--- config.mk ---
export PLATFORM = sky130hd
export DESIGN_NAME = i2s_apb_host
export DESIGN_NICKNAME = d
export VERILOG_FILES = /design/src/rtl/ctrl_pkg.sv /design/src/rtl/apb_req_phase.sv /design/src/rtl/i2s_apb_host.sv
export SDC_FILE = /design/constraint.sdc
export NUM_CORES = 1
export LEC_CHECK = 0
export ABC_AREA = 1
export BUFFER_PORTS_ARGS = -buffer_cell sky130_fd_sc_hd__buf_4
export CORE_MARGIN = 2
export CORE_UTILIZATION = 40
export CTS_CLUSTER_SIZE = 20
export DETAILED_ROUTE_END_ITERATION = 6
export PLACE_DENSITY = 0.77
export SLEW_MARGIN = 40
export SYNTH_ARGS = -nofsm -noshare
export SYNTH_HDL_FRONTEND = slang
export SYNTH_SLANG_ARGS = --single-unit
export TNS_END_PERCENT = 10
--- constraint.sdc ---
create_clock -name pclk -period 4.79 [get_ports pclk]
set_input_delay 0.2395 -clock pclk [delete_from_list [all_inputs] [get_ports pclk]]
set_output_delay 0.2395 -clock pclk [all_outputs]
set_load 0.005 [all_outputs]
--- src/rtl/ctrl_pkg.sv ---
// Shared types and constants for the I2S APB host: bus ops, phase states,
// default register offsets and status flag positions.
package ctrl_pkg;

   typedef enum logic [1:0] {CFG_WR, STAT_RD, TX_WR, RX_RD} apb_op_t;
   typedef enum logic [1:0] {IDLE, SETUP, ACCESS} apb_state_t;

   localparam logic [31:0] CTRL_OFS_DEF = 32'h0;
   localparam logic [31:0] TX_OFS_DEF   = 32'h4;
   localparam logic [31:0] RX_OFS_DEF   = 32'h8;
   localparam logic [31:0] STAT_OFS_DEF = 32'hC;

   // Status register layout: {Tx_full, Tx_empty, Rx_full, Rx_empty}
   localparam int TXF = 3;
   localparam int TXE = 2;
   localparam int RXF = 1;
   localparam int RXE = 0;

endpackage

--- src/rtl/apb_req_phase.sv ---
// Two-cycle APB requester: a start pulse latches the request, then SETUP and
// ACCESS follow with no wait states; a start during ACCESS chains a new transfer.
module apb_req_phase
   import ctrl_pkg::*;
(
   input  logic        pclk,
   input  logic        preset,
   input  logic        start_i,
   input  logic [31:0] addr_i,
   input  logic        write_i,
   input  logic [31:0] wdata_i,
   input  logic [31:0] prdata_i,
   output apb_state_t  state_o,
   output logic        access_o,
   output logic [31:0] rdata_o,
   output logic [31:0] paddr_o,
   output logic        pwrite_o,
   output logic        penable_o,
   output logic [31:0] pwdata_o
);

   apb_state_t  state_q, state_d;
   logic [31:0] addr_q, wdata_q;
   logic        write_q;

   // NOTE: sequential state uses non-blocking assignments so every flop sees
   // pre-edge values regardless of process ordering.
   always_ff @(posedge pclk) begin
      if (preset) state_q <= IDLE;
      else        state_q <= state_d;
   end

   always_ff @(posedge pclk) begin
      if (preset) begin
         addr_q  <= '0;
         write_q <= 1'b0;
         wdata_q <= '0;
      end else if (start_i) begin
         addr_q  <= addr_i;
         write_q <= write_i;
         wdata_q <= wdata_i;
      end
   end

   // NOTE: combinational blocks assign a default first so no path infers a latch.
   always_comb begin
      state_d = state_q;
      case (state_q)
         IDLE:    if (start_i) state_d = SETUP;
         SETUP:   state_d = ACCESS;
         ACCESS:  state_d = start_i ? SETUP : IDLE;
         default: state_d = IDLE;
      endcase
   end

   always_comb begin
      state_o   = state_q;
      access_o  = (state_q == ACCESS);
      penable_o = access_o;
      paddr_o   = (state_q != IDLE) ? addr_q  : '0;
      pwrite_o  = (state_q != IDLE) ? write_q : 1'b0;
      pwdata_o  = (state_q != IDLE) ? wdata_q : '0;
      rdata_o   = access_o ? prdata_i : '0;
   end

endmodule

--- src/rtl/i2s_apb_host.sv ---
// APB host for the I2S transceiver: schedules config writes, status polls,
// Tx writes and Rx reads, and exposes valid/ready streams to the audio side.
module i2s_apb_host
   import ctrl_pkg::*;
#(
   parameter logic [31:0] OFFSET   = 32'h0,
   parameter logic [31:0] CTRL_OFS = CTRL_OFS_DEF,
   parameter logic [31:0] TX_OFS   = TX_OFS_DEF,
   parameter logic [31:0] RX_OFS   = RX_OFS_DEF,
   parameter logic [31:0] STAT_OFS = STAT_OFS_DEF
) (
   input  logic        pclk,
   input  logic        preset,
   input  logic        cfg_valid,
   input  logic [31:0] cfg_word,
   output logic        cfg_ready,
   input  logic        tx_valid,
   input  logic [31:0] tx_data,
   output logic        tx_ready,
   output logic        rx_valid,
   output logic [31:0] rx_data,
   input  logic        rx_ready,
   output logic [31:0] paddr,
   output logic        pwrite,
   output logic        penable,
   output logic [31:0] pwdata,
   input  logic [31:0] prdata
);

   apb_state_t  state_w;
   logic        access_w, start_d, tx_cand, rx_cand;
   logic [31:0] rdata_w, addr_d, wdata_d;
   apb_op_t     op_q, op_d;
   logic        rr_q, rx_valid_q;
   logic [31:0] rx_data_q;

   always_comb begin
      start_d = 1'b0;
      op_d    = op_q;
      tx_cand = tx_valid && !rdata_w[TXF];
      rx_cand = !rdata_w[RXE] && !rx_valid_q;
      case (state_w)
         IDLE: begin
            if (cfg_valid) begin
               start_d = 1'b1;
               op_d    = CFG_WR;
            end else if (tx_valid || !rx_valid_q) begin
               start_d = 1'b1;
               op_d    = STAT_RD;
            end
         end
         ACCESS: begin
            // rr_q set means Tx was served last, so Rx wins a tie
            if (op_q == STAT_RD) begin
               if (tx_cand && (!rx_cand || !rr_q)) begin
                  start_d = 1'b1;
                  op_d    = TX_WR;
               end else if (rx_cand) begin
                  start_d = 1'b1;
                  op_d    = RX_RD;
               end
            end
         end
         default: ;
      endcase
   end

   always_comb begin
      addr_d  = OFFSET + STAT_OFS;
      wdata_d = '0;
      case (op_d)
         CFG_WR:  begin addr_d = OFFSET + CTRL_OFS; wdata_d = cfg_word; end
         TX_WR:   begin addr_d = OFFSET + TX_OFS;   wdata_d = tx_data;  end
         RX_RD:   addr_d = OFFSET + RX_OFS;
         default: addr_d = OFFSET + STAT_OFS;
      endcase
   end

   always_ff @(posedge pclk) begin
      if (preset) begin
         op_q       <= CFG_WR;
         rr_q       <= 1'b0;
         rx_valid_q <= 1'b0;
         rx_data_q  <= '0;
      end else begin
         if (start_d) op_q <= op_d;
         if (start_d && state_w == ACCESS) rr_q <= (op_d == TX_WR);
         if (access_w && op_q == RX_RD) begin
            rx_valid_q <= 1'b1;
            rx_data_q  <= rdata_w;
         end else if (rx_valid_q && rx_ready) begin
            rx_valid_q <= 1'b0;
         end
      end
   end

   // Ready pulses are suppressed while reset is pending so an abandoned write consumes nothing
   always_comb begin
      cfg_ready = access_w && (op_q == CFG_WR) && !preset;
      tx_ready  = access_w && (op_q == TX_WR)  && !preset;
      rx_valid  = rx_valid_q;
      rx_data   = rx_data_q;
   end

   apb_req_phase u_phase (
      .pclk      (pclk),
      .preset    (preset),
      .start_i   (start_d),
      .addr_i    (addr_d),
      .write_i   ((op_d == CFG_WR) || (op_d == TX_WR)),
      .wdata_i   (wdata_d),
      .prdata_i  (prdata),
      .state_o   (state_w),
      .access_o  (access_w),
      .rdata_o   (rdata_w),
      .paddr_o   (paddr),
      .pwrite_o  (pwrite),
      .penable_o (penable),
      .pwdata_o  (pwdata)
   );

endmodule

### Word-level counts from Yosys, hierarchy flattened

Cells that the tools add are included.

| cells by class | value |
|---|---|
| equality and inequality tests | 8 |
| muxes and demuxes | 23 |
| reductions and logical operators | 24 |

Operators with widths:

| operator | count |
|---|---|
| $mux 32 | 3 |
| $pmux 32 s2 | 1 |
| $mux 2 | 6 |
| $pmux 4 s3 | 1 |
| $eq 2x2->1 const B | 5 |
| $logic_and 1x1->1 | 10 |
| $mux 1 | 9 |
| $logic_not 1->1 | 6 |
| $logic_not 2->1 | 3 |
| $pmux 2 s3 | 1 |
| $eq 2x1->1 const B | 2 |
| $pmux 2 s2 | 1 |
| $reduce_bool 2->1 | 2 |
| $logic_or 1x1->1 | 3 |
| $ne 2x2->1 const B | 1 |
| $pmux 1 s2 | 1 |

| word-level totals | value |
|---|---|
| bits in registers | 103 |
| output and inout port bits | 101 |

### Longest topological paths before layout

| depth | value |
|---|---|
| depth after elaboration | 12 |
| mapped depth | 15 |
| mapped depth without buffers | 13 |

### By module

Synthesis repeated with hierarchy kept, for this count alone.

| unflattened totals | value |
|---|---|
| cells, all modules | 856 |
| area total of the unflattened synthesis | 5,335.1 um2 |

Modules (own cells, without submodules):

| module | instances | cells each | area an instance (um2) | seq. area each (um2) |
|---|---|---|---|---|
| apb_req_phase | 1 | 627 | 3,549.7 | 1,341.3 |
| i2s_apb_host | 1 | 229 | 1,785.5 | 720.7 |

### Least setup slack after synthesis

OpenSTA, ideal clock, no wires.

| timing path | value |
|---|---|
| path type | register -> register |
| start | register u_phase.state_q[0] (netlist: u_phase.state_o[0]) |
| end | register u_phase.wdata_q[11] |
| library setup time | 64 ps |
| data arrival time | 2,030 ps |
| setup slack | 2,697 ps |
| cell stages (with the launch flop) | 15 |
| buffers on the path | 2 |
| cell sequence | dfxtp_1 inv_1 nand3_1 nand2_1 nor2_1 nand2_1 a21boi_0 ha_1 clkbuf_1 clkbuf_1 a22o_1 inv_1 nand2_1 nand2_1 nor2_1 |

| between the ends | value |
|---|---|
| word-level cells in the longest chain between the ends | 12 |
| elaborated cells between the ends (all ways) | 21 |
| those cells by class | eq/ne (2); mux (10); reduce/logical (9) |

Ends and longest elaborated chain:

| item | line | text |
|---|---|---|
| start, declared | apb_req_phase.sv:22 | `apb_state_t state_q, state_d;` |
| start signal, assigned | apb_req_phase.sv:30 | `else state_q <= state_d;` |
| $eq 2x2->1 | apb_req_phase.sv:58, i2s_apb_host.sv:42 |  |
| $mux 32 | apb_req_phase.sv:63 | `rdata_o = access_o ? prdata_i : '0;` |
| $logic_not 1->1 | i2s_apb_host.sv:41 | `rx_cand = !rdata_w[RXE] && !rx_valid_q;` |
| $logic_and 1x1->1 | i2s_apb_host.sv:41 |  |
| $logic_not 1->1 | i2s_apb_host.sv:55 | `if (tx_cand && (!rx_cand \|\| !rr_q)) begin` |
| $logic_or 1x1->1 | i2s_apb_host.sv:55 |  |
| $logic_and 1x1->1 | i2s_apb_host.sv:55 |  |
| $mux 2 | i2s_apb_host.sv:55 |  |
| $mux 2 | i2s_apb_host.sv:54 | `if (op_q == STAT_RD) begin` |
| $pmux 2 s2 | i2s_apb_host.sv:42 | `case (state_w)` |
| $eq 2x2->1 or $logic_not 2->1 (tied branches) | i2s_apb_host.sv:71 | `case (op_d)` |
| $pmux 32 s2 | i2s_apb_host.sv:71 |  |
| end signal, assigned | apb_req_phase.sv:41 | `wdata_q <= wdata_i;` |
| end, declared | apb_req_phase.sv:23 | `logic [31:0] addr_q, wdata_q;` |

Several ways; a longest one is shown, not always the timed one.
A chain may end at the register's enable or synchronous reset.

### Worst setup path after layout

| timing path | value |
|---|---|
| start | register u_phase.state_q[1] (netlist: u_phase.state_o[1]) |
| end | register u_phase.wdata_q[11] |

| between the ends | value |
|---|---|
| word-level cells in the longest chain between the ends | 12 |
| elaborated cells between the ends (all ways) | 21 |
| those cells by class | eq/ne (2); mux (10); reduce/logical (9) |

Ends and longest elaborated chain:

| item | line | text |
|---|---|---|
| $eq 2x2->1 | apb_req_phase.sv:58, i2s_apb_host.sv:42 |  |
| $mux 32 | apb_req_phase.sv:63 |  |
| $logic_not 1->1 | i2s_apb_host.sv:41 |  |
| $logic_and 1x1->1 | i2s_apb_host.sv:41 |  |
| $logic_not 1->1 | i2s_apb_host.sv:55 |  |
| $logic_or 1x1->1 | i2s_apb_host.sv:55 |  |
| $logic_and 1x1->1 | i2s_apb_host.sv:55 |  |
| $mux 2 | i2s_apb_host.sv:55 |  |
| $mux 2 | i2s_apb_host.sv:54 |  |
| $pmux 2 s2 (*) | i2s_apb_host.sv:42 |  |
| named net op_d[1] | i2s_apb_host.sv:33 | `apb_op_t op_q, op_d;` |
| $eq 2x2->1 or $logic_not 2->1 (tied branches) | i2s_apb_host.sv:71 |  |
| $pmux 32 s2 (*) | i2s_apb_host.sv:71 |  |

Mark *: on every way through the listed nets, which the timed path passes. The rest lies on a longest branch.

==> impl_metrics.env <==
export IMPL_cp_end_kind="register"
export IMPL_n_antenna_cell=0
export IMPL_path_class="reg2reg"
export IMPL_critPathMaxFanout=41
export IMPL_crit_path_max_incr_delay_ps=640
export IMPL_min_period_over_period=0.613
export IMPL_io_buffers=171
export IMPL_dieHeight_um=99.4
export IMPL_gr_usage_all_layers=0.201
export IMPL_powerDensity_nw_per_um2=305
export IMPL_cpMostUsedCell="inv_1"
export IMPL_viasPerCell=4.65
export IMPL_tns_ps=0
export IMPL_cts_sink_count=72
export IMPL_tightest_slew_ps=813
export IMPL_slew_violations=0
export IMPL_insertion_delay_ps=340
export IMPL_dp_hpwl_mm=7.18
export IMPL_postRouteAntennaNets=0
export IMPL_setup_viol=0
export IMPL_drive_gt1_frac=0.293
export IMPL_required_ps=5070
export IMPL_power_switching_mw=0.408
export IMPL_die_x_um=99.4
export IMPL_cts_tree="yes"
export IMPL_grt_pass1_wl_mm=16.0
export IMPL_hold_viol_final=0
export IMPL_clock_tree_root_cell="clkbuf_8"
export IMPL_clkTransAtPathRegs_ps=80
export IMPL_combPwrFrac=0.210
export IMPL_antenna_found_initial=0
export IMPL_placedCellCount=779
export IMPL_gp_congestion=0.801
export IMPL_layout_nets=785
export IMPL_synth_seq_cells=72
export IMPL_synth_avg_cell_area_um2=6.82
export IMPL_netlist_instances=534
export IMPL_io_pins=202
export IMPL_start_util=0.415
export IMPL_wl_met3_um=890
export IMPL_hold_path_class="in2reg"
export IMPL_cts_buffers=9
export IMPL_status="finished clean"
export IMPL_clkPwrFrac=0.367
export IMPL_cts_hold_buf=0
export IMPL_ys_seq_area_frac=0.396
export IMPL_p_leak_nw=2.70
export IMPL_wl_met2_mm=4.87
export IMPL_slew_limit_headroom=0.457
export IMPL_top_layer_used="met4"
export IMPL_core_area_um2=8760
export IMPL_finClkSkew_ps=11.7
export IMPL_crit_slowest_cell="nor2_4"
export IMPL_post_cts_setup_buffer_count=0
export IMPL_final_min_clock_period_ps=2940
export IMPL_final_common_cell="buf_4"
export IMPL_grt_ovfl_total=0
export IMPL_clockBufferDepth=2
export IMPL_drt_iter0_drc=97
export IMPL_vdd_ir_drop_max_mv=0.152
export IMPL_yosys_warnings=0
export IMPL_ctsResizeCount=0
export IMPL_final_cell_mix="buf_4, nor2_1, dfxtp_1"
export IMPL_synth_cell_types=24
export IMPL_drcViolationCount=0
export IMPL_fin_cells=794
export IMPL_wire_per_inst_um=12.7
export IMPL_clock_fmax_mhz=340
export IMPL_r2r_slack_ps=1850
export IMPL_rsz0062_at_grt="false"
export IMPL_h_tree_depth=3
export IMPL_m1WireLength_mm=4.13
export IMPL_cap_viol_max_count=0
export IMPL_routed_wl_mm=10.0
export IMPL_synthToLayoutAreaGrowth_pct=39.1
export IMPL_p_int_mw=1.14
export IMPL_die_area_um2=9880
export IMPL_rows=34
export IMPL_worst_setup_path_start_kind="register"
export IMPL_swShare=0.264
export IMPL_crit_chain="nor2_4 -> o21ai_4 -> buf_4 -> inv_1 -> o21ai_0 -> inv_1 -> ha_2 -> a22o_1 -> inv_1 -> nand2_1 -> nand2_1 -> nor2_1"
export IMPL_num_vias=3691
export IMPL_grt_pass1_vias=3583
export IMPL_seq_power_share=0.422
export IMPL_syn_area_um2=3640
export IMPL_dr_pass1_iters=4
export IMPL_grt_max_degree=68
export IMPL_worstPathArrival_ps=3220
Yosys cell counts:
master | number | area (µm²)
nor2_1 | 153 | 574
nor3_4 | 1 | 16.3
a21boi_0 | 1 | 7.51
nand3_1 | 24 | 120
nand2_1 | 57 | 214
inv_1 | 60 | 225
a22o_1 | 32 | 280
conb_1 | 1 | 3.75
nor2_4 | 1 | 11.3
ha_1 | 2 | 25.0
buf_4 | 33 | 248
o21ai_2 | 1 | 8.76
clkbuf_2 | 1 | 5.00
nand2_2 | 2 | 12.5
a21boi_1 | 1 | 7.51
o21ai_0 | 34 | 170
a21oi_1 | 20 | 100
nor3_1 | 2 | 10.0
or2_2 | 1 | 6.26
nor4_1 | 2 | 12.5
buf_2 | 9 | 45.0
dfxtp_1 | 72 | 1440
clkbuf_1 | 23 | 86.3
nor3_2 | 1 | 10.0
metal layers:
metal	vias up	track usage
li1	1906	-
met2	147	0.347
met4	0	0.0706
met5	-	0
met1	1626	0.235
met3	12	0.0647
worst paths after layout:
path / cells after the start / from / end
setup reg to reg: 12 / u_phase.state_o[1] / u_phase.wdata_q[11]
setup / recovery: 12 / u_phase.state_o[1] / u_phase.wdata_q[11]
hold / removal: 3 / prdata[24] / rx_data[24]
hold reg to reg: 2 / rr_q / rr_q
power groups by stage:
| stage | clock [mW] | sequential, mW | combinational [mW] |
|---|---|---|---|
| 2_1_floorplan | 0 | 0.663 | 0.212 |
| 3_3_place_gp | 0 | 0.665 | 0.316 |
| 3_5_place_dp | 0 | 0.667 | 0.325 |
| 4_1_cts | 0.585 | 0.653 | 0.327 |
| 5_1_grt | 0.606 | 0.656 | 0.367 |
| 6_report | 0.567 | 0.652 | 0.324 |
cell families after synthesis:
group | synth area share
simple gates | 0.271
fa+ha+maj | 0.00687
flops | 0.396
compound gates | 0.158
other cells | 0.00103
buf+inv | 0.167
worst max-delay path, delay by kind of cell (launching register included):
kind / cells / cell delay [ps]
buffers and inverters: 4 / 520
AOI/OAI and AO/OA: 3 / 450
and+or+nand+nor: 4 / 870
adders and majority gates: 1 / 630
DFF: 1 / 390
registers in the layout, summed over array words and instances, names as in the netlist:
name / flops
u_phase.state_o: 2
u_phase.addr_q: 2
u_phase.wdata_q: 32
rr_q: 1
rx_data: 32
u_phase.write_q: 1
op_q: 1
rx_valid: 1
metrics by stage:
step,power [mW],setup WS (ps),util,hold WS [ps],area [µm²]
final,1.54,1850,0.578,117,5060
after global routing,1.63,1560,0.578,104,5060
after CTS,1.56,1810,0.578,101,5060
after detailed placement,0.992,1820,0.551,465,4830
after global placement,0.981,1600,0.549,460,4810
after floorplan,0.875,2700,-,374,3750
cell type report:
| class | instances | area, µm² |
|---|---|---|
| fillers | 847 | 3700 |
| multi-input cells | 365 | 1710 |
| flip-flops and latches | 72 | 1440 |
| repair buffers | 174 | 1310 |
| inverters | 60 | 228 |
| well taps | 108 | 135 |
| clock buffers | 9 | 124 |
| clock inverters | 6 | 109 |
Power figures use the tool's default switching activity.
